### config.mk
export PLATFORM = sky130hd
export DESIGN_NAME = nco_phase_acc_flat
export DESIGN_NICKNAME = d
export VERILOG_FILES = /design/src/rtl/nco_phase_acc_if.sv /design/src/rtl/nco_phase_acc.sv /design/src/flat_wrapper.sv
export SDC_FILE = /design/constraint.sdc
export NUM_CORES = 1
export LEC_CHECK = 0
export CORE_AREA = 2 2 117 91
export DETAILED_ROUTE_END_ITERATION = 16
export DIE_AREA = 0 0 119 93
export GPL_TIMING_DRIVEN = 0
export PLACE_DENSITY = 0.81
export REMOVE_ABC_BUFFERS = 1
export SKIP_LAST_GASP = 1
export SLEW_MARGIN = 20
export SYNTH_ARGS = -nofsm -noshare
export SYNTH_HDL_FRONTEND = slang
export SYNTH_SLANG_ARGS = --single-unit
### constraint.sdc
create_clock -name clk -period 2.9 [get_ports clk]
set_input_delay 0.58 -clock clk [delete_from_list [all_inputs] [get_ports clk]]
set_output_delay 0.58 -clock clk [all_outputs]
set_load 0.01 [all_outputs]
### src/rtl/nco_phase_acc_if.sv
// nco_phase_acc_if: feedback input stream and phase output stream of the NCO.
interface nco_phase_acc_if #(
  parameter int WIDTH = 16
);
  logic signed [WIDTH-1:0] feedback_tdata;
  logic                    feedback_tvalid;
  logic [WIDTH-1:0]        phase_tdata;
  logic                    phase_tvalid;
  logic                    phase_tready;
  modport master (
    input  feedback_tdata, feedback_tvalid, phase_tready,
    output phase_tdata, phase_tvalid
  );
  modport slave (
    output feedback_tdata, feedback_tvalid, phase_tready,
    input  phase_tdata, phase_tvalid
  );
endinterface

### src/rtl/nco_phase_acc.sv
// nco_phase_acc: two-gear NCO phase accumulator with valid/ready phase output.
// Define NCO_FREQ_SAT_EN to clamp the frequency word to [0, Nyquist] instead of wrapping.
module nco_phase_acc #(
  parameter int WIDTH = 16,
  parameter int ACC_WIDTH = 24,
  parameter logic [ACC_WIDTH-1:0] FREE_FREQ = ACC_WIDTH'(1) << (ACC_WIDTH - 2),
  parameter int ACQ_COUNT = 1024
) (
  input  logic                 clk,
  input  logic                 rst,
  input  logic                 enable,
  input  logic                 relock,
  input  logic [3:0]           ACQ_SHIFT,
  input  logic [3:0]           TRACK_SHIFT,
  input  logic [WIDTH-1:0]     phase_offset,
  output logic [ACC_WIDTH-1:0] freq_tdata,
  output logic [1:0]           state,
  nco_phase_acc_if.master      bus
);
  localparam int CW = $clog2(ACQ_COUNT + 1);
  typedef enum logic [1:0] {IDLE = 2'b00, ACQUIRE = 2'b01, TRACK = 2'b10} state_t;
  state_t                      st;
  logic [ACC_WIDTH-1:0]        acc;
  logic signed [ACC_WIDTH-1:0] corr;
  logic signed [ACC_WIDTH-1:0] fb_ext;
  logic signed [ACC_WIDTH-1:0] corr_next;
  logic [CW-1:0]               cnt;
  logic                        adv;
  logic                        cap;
  logic                        do_relock;
  logic                        acq_done;
  assign state     = st;
  assign fb_ext    = ACC_WIDTH'(bus.feedback_tdata);
  assign corr_next = fb_ext >>> (st == ACQUIRE ? ACQ_SHIFT : TRACK_SHIFT);
  assign adv       = enable && (!bus.phase_tvalid || bus.phase_tready);
  assign do_relock = relock && (st != IDLE || enable);
  assign cap       = enable && bus.feedback_tvalid && st != IDLE && !do_relock;
  assign acq_done  = cnt + CW'(1) == CW'(ACQ_COUNT);
`ifdef NCO_FREQ_SAT_EN
  logic signed [ACC_WIDTH:0] sum;
  assign sum = $signed({1'b0, FREE_FREQ}) + $signed({corr[ACC_WIDTH-1], corr});
  assign freq_tdata = sum[ACC_WIDTH] ? '0 :
                      sum[ACC_WIDTH-1] ? {1'b0, {(ACC_WIDTH-1){1'b1}}} : sum[ACC_WIDTH-1:0];
`else
  assign freq_tdata = FREE_FREQ + $unsigned(corr);
`endif
  always_ff @(posedge clk) begin
    if (rst) begin
      acc              <= '0;
      corr             <= '0;
      cnt              <= '0;
      st               <= IDLE;
      bus.phase_tdata  <= '0;
      bus.phase_tvalid <= 1'b0;
    end else begin
      if (adv) begin
        bus.phase_tdata  <= acc[ACC_WIDTH-1 -: WIDTH] + phase_offset;
        bus.phase_tvalid <= 1'b1;
        acc              <= acc + freq_tdata;
      end else if (!enable && bus.phase_tready) begin
        bus.phase_tvalid <= 1'b0;
      end
      if (do_relock) begin
        st   <= ACQUIRE;
        cnt  <= '0;
        corr <= '0;
      end else if (enable) begin
        if (st == IDLE) begin
          st  <= ACQUIRE;
          cnt <= '0;
        end
        if (cap) corr <= corr_next;
        // Only ACQUIRE captures count towards the gear change.
        if (cap && st == ACQUIRE) begin
          cnt <= cnt + CW'(1);
          if (acq_done) st <= TRACK;
        end
      end
    end
  end
endmodule

### src/flat_wrapper.sv
// flat-port wrapper written by rule: the top's interface ports become plain ports
module nco_phase_acc_flat 
#(
  parameter int WIDTH = 16,
  parameter int ACC_WIDTH = 24,
  parameter logic [ACC_WIDTH-1:0] FREE_FREQ = ACC_WIDTH'(1) << (ACC_WIDTH - 2),
  parameter int ACQ_COUNT = 1024
)
  (clk, rst, enable, relock, ACQ_SHIFT, TRACK_SHIFT, phase_offset, freq_tdata, state, bus_feedback_tdata, bus_feedback_tvalid, bus_phase_tready, bus_phase_tdata, bus_phase_tvalid);
  nco_phase_acc_if #(.WIDTH(WIDTH)) bus_i ();
  input  logic clk;
  input  logic rst;
  input  logic enable;
  input  logic relock;
  input  logic [3:0] ACQ_SHIFT;
  input  logic [3:0] TRACK_SHIFT;
  input  logic [WIDTH-1:0] phase_offset;
  output logic [ACC_WIDTH-1:0] freq_tdata;
  output logic [1:0] state;
  input wire logic [$bits(bus_i.feedback_tdata)-1:0] bus_feedback_tdata;
  input wire logic [$bits(bus_i.feedback_tvalid)-1:0] bus_feedback_tvalid;
  input wire logic [$bits(bus_i.phase_tready)-1:0] bus_phase_tready;
  output wire logic [$bits(bus_i.phase_tdata)-1:0] bus_phase_tdata;
  output wire logic [$bits(bus_i.phase_tvalid)-1:0] bus_phase_tvalid;
  assign bus_i.feedback_tdata = bus_feedback_tdata;
  assign bus_i.feedback_tvalid = bus_feedback_tvalid;
  assign bus_i.phase_tready = bus_phase_tready;
  assign bus_phase_tdata = bus_i.phase_tdata;
  assign bus_phase_tvalid = bus_i.phase_tvalid;
  nco_phase_acc #(.WIDTH(WIDTH), .ACC_WIDTH(ACC_WIDTH), .FREE_FREQ(FREE_FREQ), .ACQ_COUNT(ACQ_COUNT)) u_core (.clk(clk), .rst(rst), .enable(enable), .relock(relock), .ACQ_SHIFT(ACQ_SHIFT), .TRACK_SHIFT(TRACK_SHIFT), .phase_offset(phase_offset), .freq_tdata(freq_tdata), .state(state), .bus(bus_i));
endmodule
==> flow_metrics.py, run 1 <==
metrics = {
    "clock_network": {
        "cts_buffer_depth": 2,
        "htreeDepth": 3,
        "cts_tree": "yes",
        "root_buffer": "clkbuf_16",
        "cts.sinks": 70,
        "numCtsBuffers": 9,
        "clk_latency_ns": 0.34,
        "postCtsHoldBufs": 0,
        "cts.clk_slew.worst_paths_ns": 0.05,
    },
    "logic_synthesis": {
        "ys_types": 61,
        "ys.flop_type": "dfxtp_1",
        "syn-cell-area_um2": 5328,
        "ys_ff_latch": 70,
        "yosysWarnings": 0,
        "synth-edff-count": 0,
        "synthCells": 665,
        "synth_area_leaders": "dfxtp_1, ha_1, a21oi_1",
        "avgSynthCellArea_um2": 8.011,
        "synth_top_area_share_pct": 26.30,
        "ys_seq_area_share_pct": 26.30,
        "yosysTopAreaCell": "dfxtp_1",
        "ys_async_sr_fraction_pct": 0,
    },
    "setup_path": {
        "cp-start-kind": "flop",
        "r2r_start": "u_core.corr[0]$_SDFFE_PP0P_",
        "crit_top_cell": "a21oi_1",
        "slowest_stage": "or4_1",
        "crit_fanout": 8,
        "path_cells": "ha_1 > fa_1 > a21oi_1 > o211ai_1 > a21oi_1 > a21oi_1 > or4_1 > nand3_1",
        "reg2regPathDepth": 8,
        "path_class": "flop to flop",
        "critPathMaxStageDelay_ns": 0.56,
        "setup.worst_path.start": "u_core.corr[0]$_SDFFE_PP0P_",
        "reg2reg_to": "u_core.acc[16]$_SDFFE_PP0P_",
        "crit_path_end_kind": "flop",
        "reg2reg_slack_ns": 0.12,
        "cp.arrival_ns": 3.05,
        "cp.required_ns": 3.17,
        "crit_end": "u_core.acc[16]$_SDFFE_PP0P_",
    },
    "routing": {
        "vias_per_cell": 6.155,
        "vias": 5324,
        "ant_nets": 0,
        "firstDrtPassIters": 5,
        "wl_per_cell_um": 16.80,
        "first_iter_violations": 557,
        "drt_wl_total_um": 14540,
        "drcViolationCount": 0,
    },
    "grt": {
        "track_usage_pct": 26.84,
        "antenna_found_initial": 0,
        "grt_start_max_net_pins": 41,
        "grt_pass1_wl_um": 24140,
        "gr-total-overflow": 0,
        "grt_pass1_vias": 5125,
    },
    "pwr": {
        "vdd_drop_max_mv": 0.3274,
        "p_per_area_nw_per_um2": 396.1,
        "p_leak_nw": 2.575,
        "finalPower_mw": 2.566,
    },
    "sta": {
        "layout_min_cycle_time_ns": 2.781,
        "tightest_slew_ns": 1.031,
        "finalClockSkew_ns": 0.006216,
        "fin_ws_ns": 0.1194,
        "fin_setup_tns_ns": 0,
        "final_max_slew_viol_count": 0,
        "finalHoldViolCount": 0,
        "slew_headroom_pct": 31.13,
        "rsz0062_at_grt": "true",
        "timing.fmax_ghz": 0.3596,
        "finalSetupViolations": 0,
        "period_share_pct": 95.88,
        "whs_ns": 0.4513,
    },
    "die": {
        "num_rows": 32,
        "io_pins": 89,
        "dieHeight_um": 93,
        "core_area_um2": 9970,
        "die_area_um2": 11070,
        "start_util_pct": 53.44,
        "die_w_um": 119,
    },
    "layout": {
        "fillers": 811,
        "nets": 813,
        "antenna-diode-count": 0,
        "synthToLayoutAreaGrowth_pct": 21.61,
        "drive_gt1_share_pct": 5.487,
    },
    "min_path": {
        "min_path_type": "flop to flop",
    },
    "run": {
        "drv_cap": 0,
    },
    "outcome": {
        "outcome": "finished clean",
    },
    "place": {
        "place_hpwl_um": 10810,
        "post-place-ws_ns": -0.7014,
        "gp_congestion": 0.9298,
        "portBuffers": 87,
    },
}
-- kinds of logic after synthesis --
| family | synth area share, % |
|---|---|
| adders and majority gates | 10.15 |
| xor gates and xnor gates | 4.932 |
| buffers and inverters | 4.603 |
| and+or+nand+nor | 18.51 |
| AOI/OAI and AO/OA | 25.60 |
| other | 0.07039 |
| muxes | 9.840 |
| DFF | 26.30 |
-- synthesized netlist by cell type, types with 9 or more instances --
library cell	n
a211oi_1	14
a21o_1	20
a21oi_1	72
clkbuf_1	22
dfxtp_1	70
ha_1	40
inv_1	11
mux2i_1	24
nand2_1	93
nand3_1	19
nand4_1	9
nor2_1	45
nor3_1	16
o211ai_1	9
o21ai_0	47
xnor2_1	25
-- flip-flops by register name (all words and copies together), names as in the netlist --
| name | flops |
|---|---|
| u_core.state | 2 |
| u_core.corr | 16 |
| u_core.bus.phase_tvalid | 1 |
| u_core.bus.phase_tdata | 16 |
| u_core.acc | 24 |
| u_core.cnt | 11 |
-- routing by layer --
layer | up-vias | global-route usage [%] | wire, um
li1 | 2584 | - | -
met1 | 2468 | 34.78 | 6554
met2 | 235 | 44.92 | 6775
met3 | 37 | 5.122 | 937
met4 | 0 | 9.425 | 267
met5 | - | 0 | 0
-- report_power, final --
| part | internal, mW | switching (mW) |
|---|---|---|
| combinational | 0.229 | 0.259 |
| clock | 0.659 | 0.402 |
| sequential | 0.993 | 0.0241 |
-- layout by cell type (no fill, tap or decap), types with 11 or more instances in the layout --
cell	netlist	layout
nand2_1	93	93
a211oi_1	14	14
inv_1	11	11
clkdlybuf4s50_1	0	86
xnor2_1	25	25
nor2_1	45	44
mux2i_1	24	23
a21o_1	20	20
nand3_1	19	19
a21oi_1	72	72
nor3_1	16	16
o21ai_0	47	47
dfxtp_1	70	70
ha_1	40	40
-- metrics by stage --
stage	util (%)	cell area (um^2)	cells
floorplan	-	5124	626
global placement	61.83	6165	849
detailed placement	61.82	6163	849
CTS	64.75	6455	864
global route	64.98	6479	865
finish	64.98	6479	865
-- cell type report --
class	instances	area, um^2	area share, %
clock buffers	11	232.7	3.592
clock inverters	4	48.80	0.7532
inverters	11	41.29	0.6373
multi-input cells	545	3711	57.28
flip-flops and latches	70	1401	21.63
well taps	136	170.2	2.626
repair buffers	88	873.3	13.48
-- worst max-delay path: cells and delay by family, from the launching register on --
kind	cells	cell delay, ns
simple gates	2	0.67
compound gates	4	1.07
fa+ha+maj	2	0.67
flops	1	0.32
-- timing repair --
item	in CTS	in global routing
pin swaps	0	1
setup endpoints to repair	12	10
resized for setup	4	4
buffers inserted	0	1
-- worst min-delay path by stage --
stage / start / endpoint / slack (ns) / cells after the start
detailed placement: u_core.bus.phase_tdata[8]$_SDFFE_PP0P_ / u_core.bus.phase_tdata[8]$_SDFFE_PP0P_ / 0.45 / 2
CTS: u_core.bus.phase_tdata[8]$_SDFFE_PP0P_ / u_core.bus.phase_tdata[8]$_SDFFE_PP0P_ / 0.45 / 2
global placement: u_core.bus.phase_tdata[8]$_SDFFE_PP0P_ / u_core.bus.phase_tdata[8]$_SDFFE_PP0P_ / 0.44 / 2
finish: u_core.bus.phase_tdata[8]$_SDFFE_PP0P_ / u_core.bus.phase_tdata[8]$_SDFFE_PP0P_ / 0.45 / 2
floorplan: u_core.acc[7]$_SDFFE_PP0P_ / u_core.acc[7]$_SDFFE_PP0P_ / 0.43 / 2
global route: u_core.bus.phase_tdata[8]$_SDFFE_PP0P_ / u_core.bus.phase_tdata[8]$_SDFFE_PP0P_ / 0.48 / 2
Note: power is estimated with default switching activity, not from simulation.
==> inputs of run 2 (changes only) <==
ABC_AREA = 1   (was default)
CORE_AREA = 2 2 123 95   (was 2 2 117 91)
DIE_AREA = 0 0 125 97   (was 0 0 119 93)
PLACE_DENSITY = 0.8   (was 0.81)
==> run 2 against run 1 <==
  * Via count grew 22%
  * First-iteration DRC count is 7.7% higher
  * Utilization up 0.83 points
  * Maximum frequency up 5.8%
  * Area after synthesis increased by 11%
  * Sequential share of layout area fell by 1.9 points
  * Sequential power grew 4%
  * Final area rose by 9.9%
  * Critical path depth stayed put
  * Cell count increased by 41%
  * Die area increased by 9.6%
==> flow_metrics.py, run 2 <==
metrics = {
    "outcome": {
        "outcome": "finished clean",
    },
    "setup_path": {
        "setup.worst_path.start": "enable",
        "cp.arrival_ns": 2.92,
        "slowest_stage": "nor2_1",
        "path_cells": "clkdlybuf4s50_1 > inv_1 > a21oi_1 > nor2_1 > clkinvlp_4 > nor2_1 > nand2_1 > inv_1",
        "critPathMaxStageDelay_ns": 0.63,
        "crit_path_end_kind": "flop",
        "crit_end": "u_core.corr[3]$_SDFFE_PP0P_",
        "cp.required_ns": 3.19,
        "reg2reg_slack_ns": 0.50,
        "crit_fanout": 17,
        "cp-start-kind": "primary input",
        "reg2regPathDepth": 7,
        "reg2reg_to": "u_core.corr[3]$_SDFFE_PP0P_",
        "r2r_start": "u_core.state[0]$_SDFFE_PP0P_",
        "path_class": "primary input to flop",
    },
    "min_path": {
        "min_path_type": "flop to flop",
        "holdPathStages": 2,
        "min-delay-start": "u_core.bus.phase_tdata[1]$_SDFFE_PP0P_",
    },
    "pwr": {
        "finalPower_mw": 3.036,
        "p_leak_nw": 3.749,
        "p_comb_share_pct": 25.0,
        "vdd_drop_max_mv": 0.2392,
        "p_sw_mw": 0.9545,
        "p_per_area_nw_per_um2": 426.5,
        "p_clk_share_pct": 39.9,
        "p_sw_share_pct": 31.44,
        "seqPwrFrac_pct": 35.0,
        "p_int_mw": 2.082,
    },
    "sta": {
        "fin_setup_tns_ns": 0,
        "final_max_slew_viol_count": 0,
        "finalHoldViolCount": 0,
        "fin_ws_ns": 0.2713,
        "slew_headroom_pct": 38.09,
        "finalSetupViolations": 0,
        "tightest_slew_ns": 0.9277,
        "whs_ns": 0.4818,
        "timing.fmax_ghz": 0.3804,
        "rsz0062_at_grt": "false",
        "period_share_pct": 90.64,
        "finalClockSkew_ns": 0.005276,
        "layout_min_cycle_time_ns": 2.629,
    },
    "logic_synthesis": {
        "avgSynthCellArea_um2": 5.874,
        "synth_mux_area_share_pct": 0,
        "synth_compound_area_share_pct": 11.70,
        "synth_fa_ha_area_share_pct": 9.156,
        "synth_top_family_by_area": "simple AND/OR/NAND/NOR gates",
        "ys_types": 35,
        "yosys-top-cells-count": "nand2_1, inv_1, nand3_1",
        "synthCells": 1005,
        "ys_async_sr_fraction_pct": 0,
        "syn-cell-area_um2": 5903,
        "synth-edff-count": 0,
        "synth_area_leaders": "dfxtp_1, nand2_1, nand3_1",
        "ys_ff_latch": 70,
        "synth.most_common_cell": "nand2_1",
        "ys.flop_type": "dfxtp_1",
        "yosysWarnings": 0,
        "synth_top_area_share_pct": 23.74,
        "ys_seq_area_share_pct": 23.74,
        "yosys.area_share.simple_pct": 41.01,
        "yosysTopAreaCell": "dfxtp_1",
        "synth-xor-area-share_pct": 2.522,
    },
    "clock_network": {
        "clk_latency_ns": 0.35,
        "root_buffer": "clkbuf_16",
        "cts_buffer_depth": 2,
        "cts_tree": "yes",
        "cts.clk_slew.worst_paths_ns": 0.06,
        "cts.sinks": 70,
        "numCtsBuffers": 9,
        "htreeDepth": 3,
    },
    "layout": {
        "top_register": "u_core.acc",
        "final_cell_count_no_fill": 1219,
        "final_common_cell": "nand2_1",
        "utilization_pct": 65.81,
        "final_cell_mix": "nand2_1, inv_1, nand3_1, nor2_1, clkdlybuf4s50_1",
        "drive_gt1_share_pct": 2.966,
        "finalInstanceArea_um2": 7119,
        "synthToLayoutAreaGrowth_pct": 20.60,
        "largest_registers": "u_core.acc x24, u_core.bus.phase_tdata x16, u_core.corr x16",
        "nets": 1162,
        "largest_reg_flops": 24,
        "antenna-diode-count": 0,
    },
    "grt": {
        "grt_pass1_wl_um": 27110,
        "track_usage_pct": 26.91,
        "grt_pass1_vias": 5751,
        "gr-total-overflow": 0,
        "grt_start_max_net_pins": 64,
        "antenna_found_initial": 0,
    },
    "routing": {
        "first_iter_violations": 600,
        "vias": 6512,
        "vias_per_cell": 5.342,
        "drcViolationCount": 0,
        "drt_wl_total_um": 16210,
        "firstDrtPassIters": 5,
        "wl_per_cell_um": 13.30,
        "ant_nets": 0,
    },
    "place": {
        "gp_congestion": 0.9845,
        "place_hpwl_um": 12350,
        "post-place-ws_ns": -0.1953,
        "dp.cells": 1203,
        "portBuffers": 87,
        "place_area_um2": 6792,
    },
    "run": {
        "drv_cap": 0,
    },
    "die": {
        "io_pins": 89,
        "num_rows": 33,
        "start_util_pct": 54.57,
        "die_w_um": 125,
        "core_area_um2": 10820,
        "die_area_um2": 12130,
        "dieHeight_um": 97,
    },
}
## run 2: changes by cell type after synthesis, sizes merged, moves of 14 or more
| cell | delta |
|---|---|
| nand3 | +121 |
| a211oi | -14 |
| nand2 | +184 |
| inv | +131 |
| xnor2 | -22 |
| mux2i | -25 |
| a21o | -15 |
| nor2 | +89 |
## run 2: worst min-delay path by stage
stage / slack (ns) / end
floorplan: 0.45 / u_core.cnt[8]$_SDFFE_PP0P_
global placement: 0.46 / u_core.bus.phase_tdata[1]$_SDFFE_PP0P_
detailed placement: 0.48 / u_core.bus.phase_tdata[1]$_SDFFE_PP0P_
CTS: 0.49 / u_core.cnt[8]$_SDFFE_PP0P_
global route: 0.52 / u_core.cnt[8]$_SDFFE_PP0P_
finish: 0.48 / u_core.bus.phase_tdata[1]$_SDFFE_PP0P_
## run 2: timing repair
action                                  CTS  global route
resized for setup                         0             3
buffers inserted                          0             0
hold buffers                              0             0
endpoints found under the setup margin    0             2
## run 2: layer usage
metal / share of wire, % / global-route usage [%]
met1: 49 / 39.89
met2: 41 / 40.09
met3: 8.7 / 5.420
met4: 1.2 / 6.068
met5: 0 / 0
## run 2: cell type report
type / instances / area (um^2)
inverters: 144 / 548.0
well taps: 140 / 175.2
clock buffers: 9 / 225.2
flip-flops and latches: 70 / 1401
clock inverters: 7 / 96.34
fillers: 1022 / 3699
multi-input cells: 762 / 3807
repair buffers: 87 / 865.8
## run 2: power by group through the flow
stage                     Clock (mW)  Combinational, mW  Sequential [mW]
after global routing            1.27              0.854             1.07
after CTS                       1.22              0.749             1.06
after detailed placement           0              0.745             1.08
after floorplan                    0              0.481             1.09
final                           1.21              0.760             1.06
after global placement             0              0.736             1.08
## run 2: logic make-up (layout without fill, tap and decap cells)
logic type,after synthesis,after routing
AO/OA/AOI/OAI,127,127
XOR/XNOR,17,17
adder cells (fa/ha/maj),42,42
buffers and inverters,173,247
flip-flops,70,70
other,1,1
AND/OR/NAND/NOR,575,575
## run 2: worst max-delay path, delay by kind of cell
kind                   cells  cell delay [ns]
AOI/OAI and AO/OA          1             0.10
and+or+nand+nor            3             0.90
buffers and inverters      4             1.33
==> inputs of run 3 (changes only) <==
PLACE_DENSITY = 0.79   (was 0.8)
==> run 3 against run 2 <==
  * Maximum frequency up 0.61%
  * Sequential power about the same
  * Non-clock buffer count unchanged
  * Clock skew rose by 0.0012 ns
  * Critical path depth did not move
  * Cell count unchanged
  * Sequential share of layout area increased by 0.13 points
  * Utilization decreased by 0.42 points
  * Critical endpoint is now u_core.corr[2]$_SDFFE_PP0P_
  * Highest routed layer unchanged
==> flow_metrics.py, run 3 (synthesis gave the netlist of run 2 again) <==
metrics = {
    "setup_path": {
        "slowest_stage": "nor2_1",
        "critPathMaxStageDelay_ns": 0.63,
        "cp.arrival_ns": 2.90,
        "reg2reg_slack_ns": 0.52,
        "crit_path_end_kind": "flop",
        "crit_fanout": 17,
        "path_cells": "clkdlybuf4s50_1 > inv_1 > a21oi_1 > nor2_1 > clkinvlp_4 > nor2_1 > nand2_1 > inv_1",
        "path_class": "primary input to flop",
        "cp.required_ns": 3.18,
        "cp-start-kind": "primary input",
    },
    "layout": {
        "top_register": "u_core.acc",
        "drive_gt1_share_pct": 2.873,
        "final_cell_mix": "nand2_1, inv_1, nand3_1, nor2_1, clkdlybuf4s50_1",
        "fillers": 1050,
        "antenna-diode-count": 0,
        "largest_reg_flops": 24,
        "seq_area_um2": 1401,
        "largest_registers": "u_core.acc x24, u_core.bus.phase_tdata x16, u_core.corr x16",
        "nets": 1162,
        "finalInstanceArea_um2": 7074,
        "synthToLayoutAreaGrowth_pct": 19.84,
        "multiInputGateArea_um2": 3807,
        "final_common_cell": "nand2_1",
    },
    "grt": {
        "antenna_found_initial": 0,
        "grt_pass1_vias": 5731,
        "grt_pass1_wl_um": 27520,
        "track_usage_pct": 27.22,
        "grt_start_max_net_pins": 64,
        "gr-total-overflow": 0,
    },
    "die": {
        "dieHeight_um": 97,
        "die_w_um": 125,
        "num_rows": 33,
        "die_area_um2": 12130,
        "start_util_pct": 54.57,
        "io_pins": 89,
        "core_area_um2": 10820,
    },
    "sta": {
        "tightest_slew_ns": 0.8966,
        "fin_setup_tns_ns": 0,
        "final_max_slew_viol_count": 0,
        "layout_min_cycle_time_ns": 2.613,
        "timing.fmax_ghz": 0.3828,
        "finalClockSkew_ns": 0.006450,
        "finalHoldViolCount": 0,
        "finalSetupViolations": 0,
        "slew_headroom_pct": 40.00,
        "period_share_pct": 90.09,
        "rsz0062_at_grt": "false",
    },
    "place": {
        "place_area_um2": 6792,
        "portBuffers": 87,
        "gp_congestion": 0.9688,
        "place_hpwl_um": 12460,
    },
    "clock_network": {
        "cts.clk_slew.worst_paths_ns": 0.06,
        "cts_tree": "yes",
        "cts.sinks": 70,
        "root_buffer": "clkbuf_16",
        "clk_latency_ns": 0.34,
        "htreeDepth": 3,
        "numCtsBuffers": 9,
        "cts_buffer_depth": 2,
    },
    "routing": {
        "first_iter_violations": 580,
        "wl_per_cell_um": 13.25,
        "vias": 6466,
        "firstDrtPassIters": 7,
        "ant_nets": 0,
        "drcViolationCount": 0,
        "vias_per_cell": 5.304,
        "drt_wl_total_um": 16150,
    },
    "outcome": {
        "outcome": "finished clean",
    },
    "pwr": {
        "p_leak_nw": 3.721,
        "p_per_area_nw_per_um2": 404.0,
        "vdd_drop_max_mv": 0.2626,
    },
    "min_path": {
        "min_path_type": "flop to flop",
    },
    "run": {
        "drv_cap": 0,
    },
}
==> run 3: worst paths after layout <==
path                                     start                          end  cells after the start
hold reg to reg     u_core.cnt[8]$_SDFFE_PP0P_   u_core.cnt[8]$_SDFFE_PP0P_                      2
setup reg to reg  u_core.state[0]$_SDFFE_PP0P_  u_core.corr[2]$_SDFFE_PP0P_                      7
hold / removal      u_core.cnt[8]$_SDFFE_PP0P_   u_core.cnt[8]$_SDFFE_PP0P_                      2
setup / recovery                        enable  u_core.corr[2]$_SDFFE_PP0P_                      8
==> run 3: worst max-delay path, delay by kind of cell <==
| kind | cells | cell delay, ns |
|---|---|---|
| AO/OA/AOI/OAI | 1 | 0.10 |
| buffers and inverters | 4 | 1.31 |
| AND/OR/NAND/NOR | 3 | 0.91 |
==> run 3: timing repair <==
item	4_1_cts	5_1_grt
endpoints found under the hold margin	0	0
setup endpoints to repair	0	6
buffers inserted	0	0
gates resized for setup	0	3
hold buffers	0	0
==> run 3: routing by layer <==
layer  up-vias  routed length [um]  GRT usage (%)
met5         -                   0              0
met4         0                 155          5.983
met3        11                1038          5.420
met2       170                6543          39.51
met1      2931                8417          41.26
li1       3354                   -              -
==> run 3: layout make-up <==
| type | count | share of cell area, % |
|---|---|---|
| clock buffer | 11 | 3.431 |
| clock inverter | 5 | 0.4775 |
| inverter | 144 | 7.747 |
| multi-input combinational | 762 | 53.82 |
| sequential | 70 | 19.81 |
| tap | 140 | 2.476 |
| timing repair buffer | 87 | 12.24 |
==> run 3: report_power, final <==
part	internal [mW]	total, mW	leakage (nW)	switching (mW)
Clock	0.602	1.03	0.132	0.431
Combinational	0.309	0.763	3.02	0.454
Sequential	1.02	1.06	0.574	0.0451
==> run 3: metrics by stage <==
step	instances	power, mW	hold WS (ns)	util [%]	setup slack (ns)
after detailed placement	1203	1.830	0.4749	62.78	-0.1245
after global routing	1219	3.025	0.5032	65.39	0.05489
after CTS	1219	2.862	0.4844	65.34	0.2290
after global placement	1203	1.819	0.4603	62.80	-0.7305
after floorplan	976	1.566	0.4541	-	0.6214
final	1219	2.858	0.4820	65.39	0.2873
